[config.mk]
export PLATFORM = sky130hd
export DESIGN_NAME = vec_addsub_sat_seq
export DESIGN_NICKNAME = d
export VERILOG_FILES = /design/src/rtl/vec_addsub_sat_seq_pkg.sv /design/src/rtl/vec_addsub_sat_seq_elem.sv /design/src/rtl/vec_addsub_sat_seq.sv
export SDC_FILE = /design/constraint.sdc
export NUM_CORES = 1
export LEC_CHECK = 0
export CAP_MARGIN = 15
export CORE_MARGIN = 8
export CORE_UTILIZATION = 45
export DETAILED_ROUTE_END_ITERATION = 10
export PLACE_DENSITY = 0.8
export SYNTH_ARGS = -nofsm -noshare
export SYNTH_HDL_FRONTEND = slang
export SYNTH_HIERARCHICAL = 1
export SYNTH_SLANG_ARGS = --single-unit
[constraint.sdc]
create_clock -name ap_clk -period 9.3 [get_ports ap_clk]
set_input_delay 1.395 -clock ap_clk [delete_from_list [all_inputs] [get_ports ap_clk]]
set_output_delay 1.395 -clock ap_clk [all_outputs]
set_load 0.02 [all_outputs]
[src/rtl/vec_addsub_sat_seq_pkg.sv]
// Shared definitions for the vector add/sub saturation datapath:
// FSM state encoding, saturation bound helpers and flat-vector slicing.
package vec_pkg;

  // Control FSM states for the sequential vector engine.
  typedef enum logic [1:0] {
    IDLE = 2'd0,
    RUN  = 2'd1,
    DONE = 2'd2
  } state_e;

  // Largest positive value of a w-bit signed number, right-aligned in 64 bits.
  function automatic logic [63:0] sat_max(input int w);
    sat_max = (64'd1 << (w - 1)) - 64'd1;
  endfunction

  // Most negative value of a w-bit signed number; the low w bits read 100..0.
  function automatic logic [63:0] sat_min(input int w);
    sat_min = ~sat_max(w);
  endfunction

  // Lowest bit position of element idx in a flat vector of w-bit elements.
  function automatic int elem_lo(input int idx, input int w);
    elem_lo = idx * w;
  endfunction

endpackage

[src/rtl/vec_addsub_sat_seq_elem.sv]
// Single-element saturating adder/subtractor. Purely combinational so one
// instance can be time-multiplexed across vector elements.
module sat_addsub_elem #(
  parameter int W = 21
) (
  input  logic [W-1:0] a,
  input  logic [W-1:0] b,
  input  logic         sub,
  output logic [W-1:0] y,
  output logic         sat
);
  import vec_pkg::*;

  localparam logic [63:0]  MAX_64 = sat_max(W);
  localparam logic [63:0]  MIN_64 = sat_min(W);
  localparam logic [W-1:0] MAX_C  = MAX_64[W-1:0];
  localparam logic [W-1:0] MIN_C  = MIN_64[W-1:0];

  logic [W:0] a_ext_s;
  logic [W:0] b_ext_s;
  logic [W:0] sum_s;

  // Widen by one bit so a - MIN is formed exactly and can be clamped.
  always_comb begin
    a_ext_s = {a[W-1], a};
    b_ext_s = {b[W-1], b};
    if (sub) begin
      sum_s = a_ext_s - b_ext_s;
    end else begin
      sum_s = a_ext_s + b_ext_s;
    end
    sat = sum_s[W] ^ sum_s[W-1];
    if (sat) begin
      if (sum_s[W]) begin
        y = MIN_C;
      end else begin
        y = MAX_C;
      end
    end else begin
      y = sum_s[W-1:0];
    end
  end

endmodule

[src/rtl/vec_addsub_sat_seq.sv]
// Sequential N-element saturating vector add/sub with ap_* handshake.
// Operands are latched at start; one element per cycle goes through a shared
// saturating adder; results and per-element saturation flags are registered.
module vec_addsub_sat_seq #(
  parameter int W  = 21,
  parameter int N  = 3,
  parameter int IW = (N > 1) ? $clog2(N) : 1
) (
  input  logic           ap_clk,
  input  logic           ap_rst_n,
  input  logic           ap_start,
  output logic           ap_done,
  output logic           ap_idle,
  output logic           ap_ready,
  input  logic           mode_sub,
  input  logic [N*W-1:0] a_flat,
  input  logic [N*W-1:0] b_flat,
  output logic [N*W-1:0] y_flat,
  output logic           y_vld,
  output logic [N-1:0]   sat_mask,
  output logic           sat_any
);
  import vec_pkg::*;

  localparam logic [IW-1:0] LAST_IDX = IW'(N - 1);

  state_e         state_r;
  logic [IW-1:0]  idx_r;
  logic [N*W-1:0] a_lat_r;
  logic [N*W-1:0] b_lat_r;
  logic           sub_lat_r;
  logic [N*W-1:0] y_r;
  logic [N-1:0]   mask_r;
  logic           any_r;
  logic           done_r;
  logic           idle_r;

  logic [W-1:0]   a_sel_s;
  logic [W-1:0]   b_sel_s;
  logic [W-1:0]   y_elem_s;
  logic           sat_elem_s;
  logic [N*W-1:0] y_next_s;
  logic [N-1:0]   mask_next_s;

  // Pick the current element of the latched operands.
  always_comb begin
    a_sel_s = {W{1'b0}};
    b_sel_s = {W{1'b0}};
    for (int k = 0; k < N; k++) begin
      a_sel_s = (idx_r == IW'(k)) ? a_lat_r[elem_lo(k, W) +: W] : a_sel_s;
      b_sel_s = (idx_r == IW'(k)) ? b_lat_r[elem_lo(k, W) +: W] : b_sel_s;
    end
  end

  sat_addsub_elem #(
    .W (W)
  ) u_elem (
    .a   (a_sel_s),
    .b   (b_sel_s),
    .sub (sub_lat_r),
    .y   (y_elem_s),
    .sat (sat_elem_s)
  );

  // Merge the fresh element into the result vector and saturation mask.
  always_comb begin
    y_next_s    = y_r;
    mask_next_s = mask_r;
    for (int k = 0; k < N; k++) begin
      y_next_s[elem_lo(k, W) +: W] = (idx_r == IW'(k)) ? y_elem_s : y_r[elem_lo(k, W) +: W];
      mask_next_s[k]               = (idx_r == IW'(k)) ? sat_elem_s : mask_r[k];
    end
  end

  // Control FSM with operand latches and all registered outputs.
  always_ff @(posedge ap_clk or negedge ap_rst_n) begin
    if (!ap_rst_n) begin
      state_r   <= IDLE;
      idx_r     <= {IW{1'b0}};
      a_lat_r   <= {(N*W){1'b0}};
      b_lat_r   <= {(N*W){1'b0}};
      sub_lat_r <= 1'b0;
      y_r       <= {(N*W){1'b0}};
      mask_r    <= {N{1'b0}};
      any_r     <= 1'b0;
      done_r    <= 1'b0;
      idle_r    <= 1'b1;
    end else begin
      case (state_r)
        IDLE: begin
          done_r <= 1'b0;
          if (ap_start) begin
            a_lat_r   <= a_flat;
            b_lat_r   <= b_flat;
            sub_lat_r <= mode_sub;
            idx_r     <= {IW{1'b0}};
            mask_r    <= {N{1'b0}};
            idle_r    <= 1'b0;
            state_r   <= RUN;
          end else begin
            idle_r  <= 1'b1;
            state_r <= IDLE;
          end
        end
        RUN: begin
          y_r    <= y_next_s;
          mask_r <= mask_next_s;
          if (idx_r == LAST_IDX) begin
            any_r   <= |mask_next_s;
            done_r  <= 1'b1;
            state_r <= DONE;
          end else begin
            idx_r   <= idx_r + IW'(1);
            state_r <= RUN;
          end
        end
        DONE: begin
          done_r  <= 1'b0;
          idle_r  <= 1'b1;
          state_r <= IDLE;
        end
        default: begin
          done_r  <= 1'b0;
          idle_r  <= 1'b1;
          idx_r   <= {IW{1'b0}};
          state_r <= IDLE;
        end
      endcase
    end
  end

  assign ap_done  = done_r;
  assign ap_ready = done_r;
  assign y_vld    = done_r;
  assign ap_idle  = idle_r;
  assign y_flat   = y_r;
  assign sat_mask = mask_r;
  assign sat_any  = any_r;

endmodule

### Word-level counts from Yosys, hierarchy flattened

Cells that the tools add are included.

* flip-flop bits (word level): 200
* bits of input ports: 130
* output and inout port bits: 71
* word-level logic and storage cells: 58

* $add $sub $neg: 3
* equal/unequal tests: 7
* mux-type cells: 24
* bitwise operators: 2
* reduce and logical (&&, ||, !) cells: 10

Operators by type and width (number)
* 2-to-1 mux 21 bit: 8
* adder 21 x 21 -> 22 bit: 1
* 2-to-1 mux 22 bit: 1
* subtractor 21 x 21 -> 22 bit: 1
* AND reduction 2 bit: 5
* 2-to-1 mux 1 bit: 7
* 2-to-1 mux 2 bit: 3
* inequality test 2 bit (second input constant): 3
* case mux 2 bit (3 select lines): 1
* case mux 3 bit (2 select lines): 1
* == test 2 x 1 -> 1 bit (second input constant): 2
* == test 2 bit (second input constant): 2
* zero test 2 bit: 2
* case mux 2 bit (2 select lines): 1
* 2-to-1 mux 3 bit: 1
* AND reduction 3 bit: 1
* OR reduction 3 bit: 1
* adder 2 x 1 -> 2 bit (second input constant): 1
* case mux 1 bit (2 select lines): 1
* nonzero test 2 bit: 1
* inverter 1 bit: 1
* bitwise XOR 1 bit: 1

### Longest topological paths before layout

* word-level depth: 9
* depth in mapped cells: 24
* depth with buffers taken out: 20

### By module

Netlist, hierarchy kept.

Modules (own cells, without submodules)
* vec_addsub_sat_seq: instances 1, cells an instance 645, area an instance 8881.0 um^2
* sat_addsub_elem: instances 1, cells an instance 259, area an instance 1808.0 um^2

### Worst setup path after synthesis

Ideal clock, no wire load.

* kind: reg-to-reg
* start: reg idx_r[0]
* end: reg mask_r[1] (netlist: sat_mask[1])
* library setup time: 126 ps
* arrival time: 4661 ps
* required time: 9174 ps
* setup slack: 4514 ps
* cell stages (with the launch flop): 23
* buffers on the path: 3
* period minus slack after synthesis: 4786 ps
* path through: dfrtp_1 > inv_1 > ha_1 > buf_2 > buf_2 > buf_2 > a21oi_1 > a21oi_1 > nor4_4 > a31oi_1 > nor2_1 > o21ai_0 > xnor2_1 > ha_1 > and3_1 > and4_1 > a31oi_1 > nand2_1 > or4b_4 > o211ai_4 > xnor2_1 > and4b_1 > a221o_1

* cells in the longest elaborated chain, start to end: 9
* elaborated cells between the ends (all ways): 15
* classes of those cells: 2 x add/sub; 2 x eq/ne; 9 x mux; 1 x bitwise; 1 x reduce/logical

Ends and longest elaborated chain
* from (decl): line vec_addsub_sat_seq.sv:28 `logic [IW-1:0] idx_r;`
* from (signal assigned): line vec_addsub_sat_seq.sv:79 `idx_r <= {IW{1'b0}};`
* from (signal assigned): line vec_addsub_sat_seq.sv:96 `idx_r <= {IW{1'b0}};`
* from (signal assigned): line vec_addsub_sat_seq.sv:113 `idx_r <= idx_r + IW'(1);`
* zero test 2 bit: line vec_addsub_sat_seq.sv:51 `b_sel_s = (idx_r == IW'(k)) ? b_lat_r[elem_lo(k, W) +: W] : b_sel_s;`
* 2-to-1 mux 21 bit (2 in a row): line vec_addsub_sat_seq.sv:51
* 2-to-1 mux 21 bit *: line vec_addsub_sat_seq.sv:51
* net b_sel_s[3]: line vec_addsub_sat_seq.sv:39 `logic [W-1:0] b_sel_s;`
* adder 21 x 21 -> 22 bit / subtractor 21 x 21 -> 22 bit (equally long branches): line vec_addsub_sat_seq_elem.sv:30, vec_addsub_sat_seq_elem.sv:28
* 2-to-1 mux 22 bit *: line vec_addsub_sat_seq_elem.sv:27 `if (sub) begin`
* bitwise XOR 1 bit *: line vec_addsub_sat_seq_elem.sv:32 `sat = sum_s[W] ^ sum_s[W-1];`
* net sat_elem_s: line vec_addsub_sat_seq.sv:41 `logic sat_elem_s;`
* 2-to-1 mux 1 bit *: line vec_addsub_sat_seq.sv:71 `mask_next_s[k] = (idx_r == IW'(k)) ? sat_elem_s : mask_r[k];`
* case mux 3 bit (2 select lines) *: line vec_addsub_sat_seq.sv:89 `case (state_r)`
* to (signal assigned): line vec_addsub_sat_seq.sv:84 `mask_r <= {N{1'b0}};`
* to (signal assigned): line vec_addsub_sat_seq.sv:97 `mask_r <= {N{1'b0}};`
* to (signal assigned): line vec_addsub_sat_seq.sv:107 `mask_r <= mask_next_s;`
* to (decl): line vec_addsub_sat_seq.sv:33 `logic [N-1:0] mask_r;`

Mark *: on every way through the listed nets, which the timed path passes. The rest lies on a longest branch.
A chain may end at the register's enable or synchronous reset.

### Final worst setup path

* start: reg idx_r[0]
* end: reg y_r[19] (netlist: y_flat[19])

* cells in the longest elaborated chain, start to end: 8
* elaborated cells between the ends (all ways): 16
* classes of those cells: 2 x add/sub; 2 x eq/ne; 9 x mux; 1 x bitwise; 2 x reduce/logical

Ends and longest elaborated chain
* zero test 2 bit: line vec_addsub_sat_seq.sv:51
* 2-to-1 mux 21 bit (2 in a row): line vec_addsub_sat_seq.sv:51
* 2-to-1 mux 21 bit *: line vec_addsub_sat_seq.sv:51
* net b_sel_s[3]: line vec_addsub_sat_seq.sv:39
* adder 21 x 21 -> 22 bit / subtractor 21 x 21 -> 22 bit (equally long branches): line vec_addsub_sat_seq_elem.sv:30, vec_addsub_sat_seq_elem.sv:28
* 2-to-1 mux 22 bit *: line vec_addsub_sat_seq_elem.sv:27
* 2-to-1 mux 21 bit / bitwise XOR 1 bit (equally long branches): line vec_addsub_sat_seq_elem.sv:34, vec_addsub_sat_seq_elem.sv:32
* 2-to-1 mux 21 bit *: line vec_addsub_sat_seq_elem.sv:33 `if (sat) begin`
* net y_elem_s[19]: line vec_addsub_sat_seq.sv:40 `logic [W-1:0] y_elem_s;`
* to (signal assigned): line vec_addsub_sat_seq.sv:83 `y_r <= {(N*W){1'b0}};`
* to (signal assigned): line vec_addsub_sat_seq.sv:106 `y_r <= y_next_s;`
* to (decl): line vec_addsub_sat_seq.sv:32 `logic [N*W-1:0] y_r;`

Marked as above.

==> results <==
- The data arrival time of the worst path is roughly 5.9 ns.
- Across all hold checks on the routed design, the worst slack comes to roughly 0.51 ns.
- The flow ran to the end, and the final reports show no timing, DRC or antenna violations.
- The total number of clock tree sinks is 200.
- The number of levels the H-tree was split into is 4.
- The number of buffers added to fix hold violations after cts is 0.
- Ranked by total cell area, the synthesized netlist is headed by dfrtp_1 (47%), mux2_2 (17%), a21oi_1 (5.7%), mux2_4 (4.2%), nand3b_1 (3.2%).
- The count of inserted antenna diode cells is 0.
- The via density per instance is approximately 5.3.
- The data required time at the worst endpoint is between 9 and 10 ns.
- The length of the first detailed-routing pass in iterations is 5.
- The violation count after the first detailed-route iteration is 619.
- The initial core utilization is 0.4567.
- The final route contains 7441 vias.
- Counting the buffers created by CTS gives 17.
- The final layout net count is between 1000 and 1500.
- The TritonCTS clock tree is built.
- The max-slew violation total from the final report is 0.
- The flip-flop and latch count after synthesis is 200.
- The average instance area after synthesis is ~12 um2.
- The number of cells produced by synthesis is about 900.
- Counting I/O delays and the setup requirement, the final critical path takes between 5 and 6 ns.
- STA classifies the critical path endpoint as a flop.
- In the final layout, the share of cells above drive strength 1 is 0.2314.
- Once layout is complete, the cells apart from fillers number roughly 1400.
- At the end of routability-driven placement, the weighted congestion stood at just over 0.9.
- For the final database, setup skew stands at 0.01644 ns.
- The combined buffer and inverter count along the critical path is 1.
- After clock tree synthesis, the clock-pin slew on the worst setup and hold paths is ~0.07 ns.
- The share of synthesized area in the top cell type comes to 0.4659.
- The longest clock path from root to sink contains 2 buffers.
- The initialized floorplan defines 56 standard-cell rows.
- Detailed placement finished with a half-perimeter wire length of about 20000 um.
- The highest net fanout along the worst path is 32.
- The sequential cell area fraction in the yosys report is 0.4683.
- The yosys synthesis warning count is 6.
- The region available for standard cell placement spans around 23000 um2.
- The post-synthesis to final-layout area growth is 25.10%.
- In this run the horizontal extent of the chip is between 150 and 200 um.
- In this run the worst hold path is classified as reg2reg.
- The portion of the clock cycle consumed by the worst path in the final layout is 0.6029.
- Setup repair after global routing left no endpoint under its margin.
- The number of antenna violations at the first check in global routing is 0.
- For this run the aggregate overflow at the end of global routing stands at 0.
- The async set-or-reset flop fraction in the synthesized netlist is 1.000.
- The setup TNS is 0 ns.
- In this run, distinct cell masters in the synthesized netlist total 67.
- The count of input and output buffers is 200.
- The number of primary I/O pins is between 200 and 250.
- STA classifies the critical path startpoint as a flop.
- Among cell families on the critical path, the largest total delay comes from simple AND/OR/NAND/NOR gates.
- The via count of the first global-routing pass is ~7600.
- Timing would allow up to roughly 180 MHz.
- The die is approximately 170 um tall.
- The tree is rooted in a clkbuf_16.
- Fill cells in the final layout number approximately 2000.
- The average routed wire per standard cell is 18.73 um.
- The number of placed cells counting well taps is about 1400.
- The number of max-cap violations is 0.
- In the synthesized netlist the dominant register cell turns out to be dfrtp_1.
- The relative slew slack is 0.2420.
- The first global-routing pass estimated 41510 um of wire.
- The die area is ~29000 um2.
- The number of gates resized after CTS was 0.
- The cell taking the most area after synthesis is dfrtp_1.
- The largest net degree at the start of global routing is 126.
- The post-CTS setup buffer count is 0.
- The mapped netlist covers about 11000 um2.
- The total count of hold-check failures in the final report is 0.
- For this run, the total global-route usage over all layers was measured as 0.1812.
- The worst setup path is of the reg2reg kind.
- Once detail routing completed, the nets flagged for antenna violations numbered 0.
- The final setup violation count is 0.
- The signal on the critical path passes through inv_1 > ha_2 > nor2b_1 > a21oi_1 > nor4_4 > a31oi_1 > nor2_1 > o21ai_0 > xnor2_1 > ha_1 > and3_1 > and4_1 > a31oi_1 > nand2_1 > a211oi_1 > xnor2_1 > nor2_4 > o21ai_0 > mux2_2.
- In this design, the stage delay of the slowest critical-path cell is ~0.57 ns.
- The largest individual stage delay along the critical path comes from the cell ha_2.
- The clock network latency to the later pin of the worst-skew pair is roughly 0.43 ns.
- The transition at the pin with the smallest max-transition slack is about 1.1 ns.
- Synthesis produced a netlist with a net count of 1061.
- Counting flops with a built-in enable in the synthesized netlist gives 0.
- The final routed wirelength across all metal layers is about 26000 um.
- In the routed design, unresolved DRC markers number 0.
[sequential cells by signal, summed over array words and instances (netlist names)]
register / flops
a_lat_r: 63
ap_done: 1
ap_idle: 1
b_lat_r: 63
idx_r: 2
sat_any: 1
sat_mask: 3
state_r: 2
sub_lat_r: 1
y_flat: 63
[path summary, 6_finish.rpt]
path                               end  cells after the start        from  slack (ns)
setup / recovery            y_flat[19]                     19    idx_r[0]        3.69
hold / removal              y_flat[55]                      1  y_flat[55]        0.51
setup reg to reg            y_flat[19]                     19    idx_r[0]        3.69
hold reg to reg             y_flat[55]                      1  y_flat[55]        0.51
max in group asynchronous  b_lat_r[26]                      2    ap_rst_n        6.64
min in group asynchronous  a_lat_r[27]                      1    ap_rst_n        1.12
[metal layers]
layer	track usage	share of wire	vias to the layer above
li1	-	-	3577
met1	0.2441	0.46	3640
met2	0.2907	0.47	200
met3	0.03545	0.050	24
met4	0.05645	0.018	0
met5	0	0	-
[stage by stage]
stage	instance area (um2)	setup slack, ns	utilization
after floorplan	10690	4.514	-
after global placement	12810	3.903	0.5472
after global routing	13370	3.158	0.5714
after CTS	13370	3.712	0.5714
after detailed placement	12810	3.725	0.5472
final	13370	3.693	0.5714
[cell usage after synthesis, drive strengths merged, types with 4 or more instances]
library cell	instances
inv	15
mux2i	4
nand3b	45
mux2	190
dfrtp	199
o32ai	4
a211oi	5
o21ai	17
nor2	33
ha	26
nor2b	48
nand2	14
nor3	9
clkbuf	21
nand2b	12
and3	5
a21o	6
a31oi	6
xor2	10
xnor2	29
nor3b	4
a21oi	128
buf	34
[area by class of cell]
type | count | area (um2) | area share
multi-input cells | 634 | 5279 | 0.3948
flip-flops and latches | 200 | 5006 | 0.3744
repair buffers | 208 | 2066 | 0.1545
clock buffers | 20 | 446.7 | 0.03340
well taps | 319 | 399.1 | 0.02985
clock inverters | 12 | 118.9 | 0.008889
inverters | 15 | 56.30 | 0.004211
[cell families after synthesis]
family | count (synthesis) | share of synthesized area
DFF | 200 | 0.4683
muxes | 194 | 0.2144
and+or+nand+nor | 187 | 0.1100
AOI/OAI and AO/OA | 186 | 0.1029
buffers and inverters | 70 | 0.03910
xor gates and xnor gates | 39 | 0.03196
adders and majority gates | 28 | 0.03324
[worst register-to-register path, delay by kind of cell (launching register included)]
family                     cells  cell delay (ns)
DFF                            1             0.41
and+or+nand+nor                7             2.08
muxes                          1             0.32
buffers and inverters          1             0.14
xor gates and xnor gates       2             0.42
adders and majority gates      2             0.91
AOI/OAI and AO/OA              6             1.22
[cells in the final DEF, fill, tap and decap left out, types with 4 or more instances in the layout]
cell type and count:
nand2_1 13, mux2i_1 4, and3_1 4, nand2b_1 12, a21oi_2 6, xor2_1 10
clkdlybuf4s50_1 199, a31oi_1 6, mux2_4 30, o21ai_0 17, nor3_1 9, ha_1 23
mux2_2 160, a21oi_1 121, clkinvlp_4 5, nor2b_1 48, clkbuf_16 17, a21o_1 6
o32ai_1 4, a211oi_1 4, nand3b_1 45, dfrtp_1 199, buf_4 8, inv_1 15
nor2_1 31, xnor2_1 29
Power is not shown: default switching activity piles up to over one toggle a cycle in this logic, so the estimate is an artifact.
